[src/rtl/pcie_chn_arb_if.sv]
// rtl/pcie_chn_arb_if.sv - channel-side request/drive/token bundle for the endpoint arbiter
interface pcie_chn_arb_if #(
  parameter int NUM_CHN = 2
);
  logic [NUM_CHN-1:0] chn_reqep;
  logic [NUM_CHN-1:0] chn_drvn;
  logic [NUM_CHN-1:0] chn_trn;
  logic [3:0]         trn_tbuf_av;

  modport master (
    output chn_reqep,
    output chn_drvn,
    output trn_tbuf_av,
    input  chn_trn
  );

  modport slave (
    input  chn_reqep,
    input  chn_drvn,
    input  trn_tbuf_av,
    output chn_trn
  );
endinterface

[src/rtl/pcie_chn_arb.sv]
// rtl/pcie_chn_arb.sv - round-robin TRN tx token arbiter across endpoint channels
// Token is revoked on request drop or start timeout, and one dead cycle separates owners.
module pcie_chn_arb #(
  parameter int NUM_CHN    = 2,
  parameter int GRANT_TO   = 64,
  parameter int MIN_BUF_AV = 1,
  parameter int CNT_W      = 16
) (
  input  logic             i_clk,
  input  logic             i_rst_n,
  pcie_chn_arb_if.slave    bus,
  output logic             o_grant_vld,
  output logic [2:0]       o_grant_idx,
  output logic             o_arb_err,
  output logic [CNT_W-1:0] o_timeout_cnt,
  output logic [CNT_W-1:0] o_grant_cnt
);
  localparam int WAIT_W = $clog2(GRANT_TO);

  typedef enum logic [1:0] {ST_IDLE, ST_GRANT, ST_BUSY, ST_GAP} state_t;

  state_t             r_state;
  logic [2:0]         r_ptr;
  logic [WAIT_W-1:0]  r_wait;
  logic [NUM_CHN-1:0] r_chn_trn;
  logic               r_grant_vld;
  logic [2:0]         r_grant_idx;
  logic               r_arb_err;
  logic [CNT_W-1:0]   r_timeout_cnt;
  logic [CNT_W-1:0]   r_grant_cnt;

  logic [7:0] w_req8;
  logic [7:0] w_drvn8;
  logic [7:0] w_pick_oh;
  logic [7:0] w_own_oh;
  logic [3:0] w_sum;
  logic [2:0] w_pick;
  logic       w_pick_vld;
  logic       w_can_grant;
  logic [2:0] w_ptr_nxt;
  logic       w_own_drvn;
  logic       w_own_req;
  logic       w_err;

  assign w_req8  = 8'(bus.chn_reqep);
  assign w_drvn8 = 8'(bus.chn_drvn);

  // Highest-priority requester is the first one found at or after r_ptr.
  always_comb begin
    w_pick     = '0;
    w_pick_vld = 1'b0;
    w_sum      = '0;
    for (int i = NUM_CHN - 1; i >= 0; i--) begin
      w_sum = {1'b0, r_ptr} + 4'(i);
      if (w_sum >= 4'(NUM_CHN)) w_sum = w_sum - 4'(NUM_CHN);
      if (w_req8[w_sum[2:0]]) begin
        w_pick     = w_sum[2:0];
        w_pick_vld = 1'b1;
      end
    end
  end

  assign w_pick_oh   = 8'd1 << w_pick;
  assign w_own_oh    = 8'd1 << r_grant_idx;
  assign w_can_grant = w_pick_vld && (bus.trn_tbuf_av >= 4'(MIN_BUF_AV));
  assign w_ptr_nxt   = (r_grant_idx == 3'(NUM_CHN - 1)) ? 3'd0 : r_grant_idx + 3'd1;
  assign w_own_drvn  = w_drvn8[r_grant_idx];
  assign w_own_req   = w_req8[r_grant_idx];
  assign w_err       = (r_grant_vld && ((w_drvn8 & ~w_own_oh) != 8'd0)) ||
                       ((r_state == ST_IDLE) && (w_drvn8 != 8'd0));

  always_ff @(posedge i_clk or negedge i_rst_n) begin
    if (!i_rst_n) begin
      r_state       <= ST_IDLE;
      r_ptr         <= '0;
      r_wait        <= '0;
      r_chn_trn     <= '0;
      r_grant_vld   <= 1'b0;
      r_grant_idx   <= '0;
      r_arb_err     <= 1'b0;
      r_timeout_cnt <= '0;
      r_grant_cnt   <= '0;
    end else begin
      if (w_err) r_arb_err <= 1'b1;
      case (r_state)
        // GAP's exit edge already arbitrates, so the dead time is exactly one cycle.
        ST_IDLE, ST_GAP: begin
          if (w_can_grant) begin
            r_chn_trn   <= w_pick_oh[NUM_CHN-1:0];
            r_grant_idx <= w_pick;
            r_grant_vld <= 1'b1;
            r_wait      <= '0;
            r_state     <= ST_GRANT;
          end else begin
            r_state <= ST_IDLE;
          end
        end
        ST_GRANT: begin
          if (w_own_drvn) begin
            r_state <= ST_BUSY;
            if (~&r_grant_cnt) r_grant_cnt <= r_grant_cnt + CNT_W'(1);
          end else if (!w_own_req || (r_wait == WAIT_W'(GRANT_TO - 1))) begin
            r_chn_trn   <= '0;
            r_grant_vld <= 1'b0;
            r_ptr       <= w_ptr_nxt;
            r_state     <= ST_GAP;
            if (w_own_req && (~&r_timeout_cnt)) r_timeout_cnt <= r_timeout_cnt + CNT_W'(1);
          end else begin
            r_wait <= r_wait + WAIT_W'(1);
          end
        end
        ST_BUSY: begin
          if (!w_own_drvn) begin
            r_chn_trn   <= '0;
            r_grant_vld <= 1'b0;
            r_ptr       <= w_ptr_nxt;
            r_state     <= ST_GAP;
          end
        end
      endcase
    end
  end

  assign bus.chn_trn   = r_chn_trn;
  assign o_grant_vld   = r_grant_vld;
  assign o_grant_idx   = r_grant_idx;
  assign o_arb_err     = r_arb_err;
  assign o_timeout_cnt = r_timeout_cnt;
  assign o_grant_cnt   = r_grant_cnt;
endmodule

[src/flat_wrapper.sv]
// flat-port wrapper written by rule: the top's interface ports become plain ports
module pcie_chn_arb_flat 
#(
  parameter int NUM_CHN    = 2,
  parameter int GRANT_TO   = 64,
  parameter int MIN_BUF_AV = 1,
  parameter int CNT_W      = 16
)
  (i_clk, i_rst_n, o_grant_vld, o_grant_idx, o_arb_err, o_timeout_cnt, o_grant_cnt, bus_chn_reqep, bus_chn_drvn, bus_trn_tbuf_av, bus_chn_trn);
  pcie_chn_arb_if #(.NUM_CHN(NUM_CHN)) bus_i ();
  input  logic i_clk;
  input  logic i_rst_n;
  output logic o_grant_vld;
  output logic [2:0] o_grant_idx;
  output logic o_arb_err;
  output logic [CNT_W-1:0] o_timeout_cnt;
  output logic [CNT_W-1:0] o_grant_cnt;
  input wire logic [$bits(bus_i.chn_reqep)-1:0] bus_chn_reqep;
  input wire logic [$bits(bus_i.chn_drvn)-1:0] bus_chn_drvn;
  input wire logic [$bits(bus_i.trn_tbuf_av)-1:0] bus_trn_tbuf_av;
  output wire logic [$bits(bus_i.chn_trn)-1:0] bus_chn_trn;
  assign bus_i.chn_reqep = bus_chn_reqep;
  assign bus_i.chn_drvn = bus_chn_drvn;
  assign bus_i.trn_tbuf_av = bus_trn_tbuf_av;
  assign bus_chn_trn = bus_i.chn_trn;
  pcie_chn_arb #(.NUM_CHN(NUM_CHN), .GRANT_TO(GRANT_TO), .MIN_BUF_AV(MIN_BUF_AV), .CNT_W(CNT_W)) u_core (.i_clk(i_clk), .i_rst_n(i_rst_n), .bus(bus_i), .o_grant_vld(o_grant_vld), .o_grant_idx(o_grant_idx), .o_arb_err(o_arb_err), .o_timeout_cnt(o_timeout_cnt), .o_grant_cnt(o_grant_cnt));
endmodule
[config.mk]
export PLATFORM = sky130hd
export DESIGN_NAME = pcie_chn_arb_flat
export DESIGN_NICKNAME = d
export VERILOG_FILES = /design/src/rtl/pcie_chn_arb_if.sv /design/src/rtl/pcie_chn_arb.sv /design/src/flat_wrapper.sv
export SDC_FILE = /design/constraint.sdc
export NUM_CORES = 1
export LEC_CHECK = 0
export CAP_MARGIN = 10
export CORE_MARGIN = 3
export CORE_UTILIZATION = 45
export DETAILED_ROUTE_END_ITERATION = 8
export GPL_TIMING_DRIVEN = 0
export PLACE_DENSITY = 0.77
export RECOVER_POWER = 100
export SLEW_MARGIN = 20
export SYNTH_ARGS = -nofsm -noshare
export SYNTH_HDL_FRONTEND = slang
export SYNTH_SLANG_ARGS = --single-unit
[constraint.sdc]
create_clock -name i_clk -period 2.9 [get_ports i_clk]
set_input_delay 0.435 -clock i_clk [delete_from_list [all_inputs] [get_ports i_clk]]
set_output_delay 0.435 -clock i_clk [all_outputs]
set_load 0.02 [all_outputs]
==> impl_metrics.env, run 1 <==
export IMPL_wl_um=5710
export IMPL_cp_top_family="simple AND/OR/NAND/NOR gates"
export IMPL_p_leak_nw=1.69
export IMPL_crit_chain="inv_1 > ha_1 > or4b_1 > a32oi_1 > o21ai_0 > buf_6 > nor3_1 > nor4_1"
export IMPL_r2r_end="u_core.r_wait[4]"
export IMPL_numPortBuffers=48
export IMPL_ir_drop_mv=0.504
export IMPL_slew_headroom=0.0867
export IMPL_areaGrowthSynthToFinish_pct=24.0
export IMPL_coreArea_um2=5990
export IMPL_postRouteAntennaNets=0
export IMPL_post_cts_buffers=0
export IMPL_r2r_start="u_core.r_ptr[0]"
export IMPL_design_area_um2=3500
export IMPL_gp_congestion=0.823
export IMPL_insertion_delay_ns=0.30
export IMPL_cp_end_kind="flip-flop"
export IMPL_dr_total_vias=2279
export IMPL_nNetsFinal=367
export IMPL_hold_violations=0
export IMPL_fin_crit_ns=2.59
export IMPL_drt_iter0_markers=170
export IMPL_ys_types=54
export IMPL_fillerInstances=529
export IMPL_synth_seq_cells=50
export IMPL_dp_hpwl_um=4240
export IMPL_multiInputGateArea_um2=1450
export IMPL_startpoint_type="flip-flop"
export IMPL_yosysWarnings=0
export IMPL_max_stage_delay_ns=0.54
export IMPL_syn_avg_cell_area_um2=9.72
export IMPL_die_height_um=85.2
export IMPL_htreeDepth=2
export IMPL_drc_errors=0
export IMPL_vias_per_cell=5.40
export IMPL_clk_pin_slew_worst_paths_ns=0.09
export IMPL_crit_buf_inv=2
export IMPL_drtPass1Iterations=4
export IMPL_io_pins=49
export IMPL_overflow=0
export IMPL_synth_edf_count=0
export IMPL_finalSetupTns_ns=0
export IMPL_power_density_nw_per_um2=693
export IMPL_cts_root_buf="clkbuf_8"
export IMPL_antenna_found_initial=0
export IMPL_cts_hold_fix_buffers=0
export IMPL_cts_sinks=50
export IMPL_grt_pass1_wl_um=10100
export IMPL_rr_worst_depth=8
export IMPL_drive_gt1_frac=0.0576
export IMPL_cts_tree="done"
export IMPL_preCtsSetupSlack_ns=0.351
export IMPL_seq_area_frac_synth=0.444
export IMPL_drv_cap=0
export IMPL_cts_buffer_depth=2
export IMPL_finalCritPeriodShare=0.895
export IMPL_fin_ws_ns=0.306
export IMPL_critical_path_class="reg -> reg"
export IMPL_dieArea_um2=7250
export IMPL_diodes=0
export IMPL_worstPathArrival_ns=2.76
export IMPL_critPathMaxFanout=10
export IMPL_dpl_cell_area_um2=3410
export IMPL_grt_pass1_vias=2228
export IMPL_grt_use_total=0.170
export IMPL_cts_buffers=5
export IMPL_tightest_slew_ns=1.37
export IMPL_slowest_stage="or4b_1"
export IMPL_cts_resized=0
export IMPL_stdcell_count=422
export IMPL_dp_cells=414
export IMPL_status="completed"
export IMPL_ff_latch_area_um2=1250
export IMPL_final_max_slew_violation_count=0
export IMPL_worstPathRequired_ns=3.06
export IMPL_syn_num_nets=311
export IMPL_avgRoutedWirePerCell_um=13.5
export IMPL_ys_async_sr_fraction=1.00
export IMPL_syn_cell_area_um2=2820
export IMPL_std_cell_rows=28
export IMPL_die_w_um=85.2
export IMPL_synth_flop_cell="dfrtp_1"
export IMPL_rrSetupSlack_ns=0.31
export IMPL_hold_class="in -> async"
export IMPL_setup_viol=0
export IMPL_clock_fmax_ghz=0.385
export IMPL_syn_inst=290
export IMPL_grt_max_degree=33
export IMPL_start_util=0.471
export IMPL_skew_ns=0.00322
export IMPL_cp_depth=8
export IMPL_rsz0062_at_grt="false"
==> cells by family after synthesis <==
kind of cell	Yosys count	synth area share
multiplexers	9	0.0359
flip-flops	50	0.444
buffers and inverters	26	0.0395
adder cells (fa/ha/maj)	11	0.0488
AND/OR/NAND/NOR	125	0.236
XOR/XNOR	32	0.0994
AO/OA/AOI/OAI	37	0.0967
==> stage by stage <==
| step | util | total power [W] | hold WS (ns) |
|---|---|---|---|
| 2_1_floorplan | - | 0.00167 | 0.139 |
| 3_3_place_gp | 0.567 | 0.00194 | 0.478 |
| 3_5_place_dp | 0.569 | 0.00198 | 0.418 |
| 4_1_cts | 0.587 | 0.00248 | 0.0821 |
| 5_1_grt | 0.584 | 0.00261 | 0.370 |
| 6_report | 0.584 | 0.00242 | 0.265 |
==> Yosys cell counts (3+ instances only) <==
master / instances / area share
nor3b_1: 3 / 0.0080
clkbuf_1: 5 / 0.0067
and3_1: 11 / 0.024
ha_1: 11 / 0.049
dfrtp_1: 50 / 0.44
xnor2_1: 12 / 0.037
a21oi_1: 7 / 0.012
nand3_1: 14 / 0.025
o21ai_0: 5 / 0.0089
mux2_2: 4 / 0.016
nor4_1: 7 / 0.016
mux2i_1: 3 / 0.011
or2_2: 3 / 0.0067
nand4_1: 6 / 0.013
nor2_1: 22 / 0.029
nor2b_1: 3 / 0.0067
nand3b_1: 3 / 0.0080
nand2_1: 27 / 0.036
inv_1: 17 / 0.023
nor3_1: 10 / 0.018
xor2_1: 20 / 0.062
or3_1: 3 / 0.0067
==> how the worst max path moves through the flow <==
stage                          startpoint                to  slack (ns)
after CTS                 u_core.r_ptr[0]  u_core.r_wait[4]        0.34
final                     u_core.r_ptr[0]  u_core.r_wait[4]        0.31
after floorplan           u_core.r_ptr[0]  u_core.r_wait[1]        0.64
after global routing      u_core.r_ptr[0]  u_core.r_wait[3]        0.15
after global placement            i_rst_n  u_core.r_wait[2]       -0.02
after detailed placement  u_core.r_ptr[0]  u_core.r_wait[4]        0.35
==> layout make-up <==
type                       instances  share of cell area
clock buffer                       5              0.0197
buffer                             9              0.0129
multi-input combinational        214               0.414
tap                               75              0.0268
clock inverter                     3              0.0115
timing repair buffer              49               0.139
sequential                        50               0.358
inverter                          17              0.0183
==> flip-flops by register name (all words and copies together) (netlist names), 2 cells and up <==
signal                flops
u_core.bus.chn_trn        2
u_core.o_grant_cnt       16
u_core.o_grant_idx        3
u_core.o_timeout_cnt     16
u_core.r_ptr              3
u_core.r_state            2
u_core.r_wait             6
==> cell usage in the layout (no fill, tap or decap), types with 10 or more instances in the layout <==
master and count:
and3_1 11, xnor2_1 12, dfrtp_1 50, dlygate4sd3_1 39, nor3_1 10, xor2_1 20, ha_1 11, nor2_1 22
inv_1 17, nand3_1 15, nand2_1 27
==> report_power, final <==
part / internal, W / switching, W / total, W
clock network: 0.000254 / 0.000230 / 0.000484
registers: 0.000787 / 0.000101 / 0.000887
logic: 0.000452 / 0.000600 / 0.00105
==> per-layer routing <==
| layer | part of all wire | wire [um] | GRT usage |
|---|---|---|---|
| met1 | 0.47 | 2680 | 0.240 |
| met2 | 0.46 | 2640 | 0.268 |
| met3 | 0.055 | 313 | 0.0330 |
| met4 | 0.012 | 66 | 0.0460 |
| met5 | 0 | 0 | 0 |
Note: power is estimated with default switching activity, not from simulation.
==> run 2: changes to the inputs <==
--- a/config.mk
+++ b/config.mk
@@ -8,6 +8,7 @@
 export CAP_MARGIN = 10
 export CORE_MARGIN = 3
 export CORE_UTILIZATION = 45
+export CTS_CLUSTER_SIZE = 40
 export DETAILED_ROUTE_END_ITERATION = 8
 export GPL_TIMING_DRIVEN = 0
 export PLACE_DENSITY = 0.77
==> results of run 2 <==
The final DEF is identical to that of run 1; final timing and power are the same.
==> run 3: changes to the inputs <==
--- a/config.mk
+++ b/config.mk
@@ -8,6 +8,7 @@
 export CAP_MARGIN = 10
 export CORE_MARGIN = 3
 export CORE_UTILIZATION = 45
+export CTS_BUF_LIST = sky130_fd_sc_hd__clkbuf_4 sky130_fd_sc_hd__clkbuf_8
 export CTS_CLUSTER_SIZE = 40
 export DETAILED_ROUTE_END_ITERATION = 8
 export GPL_TIMING_DRIVEN = 0
==> results of run 3 <==
The final DEF is identical to that of run 1; final timing and power are the same.
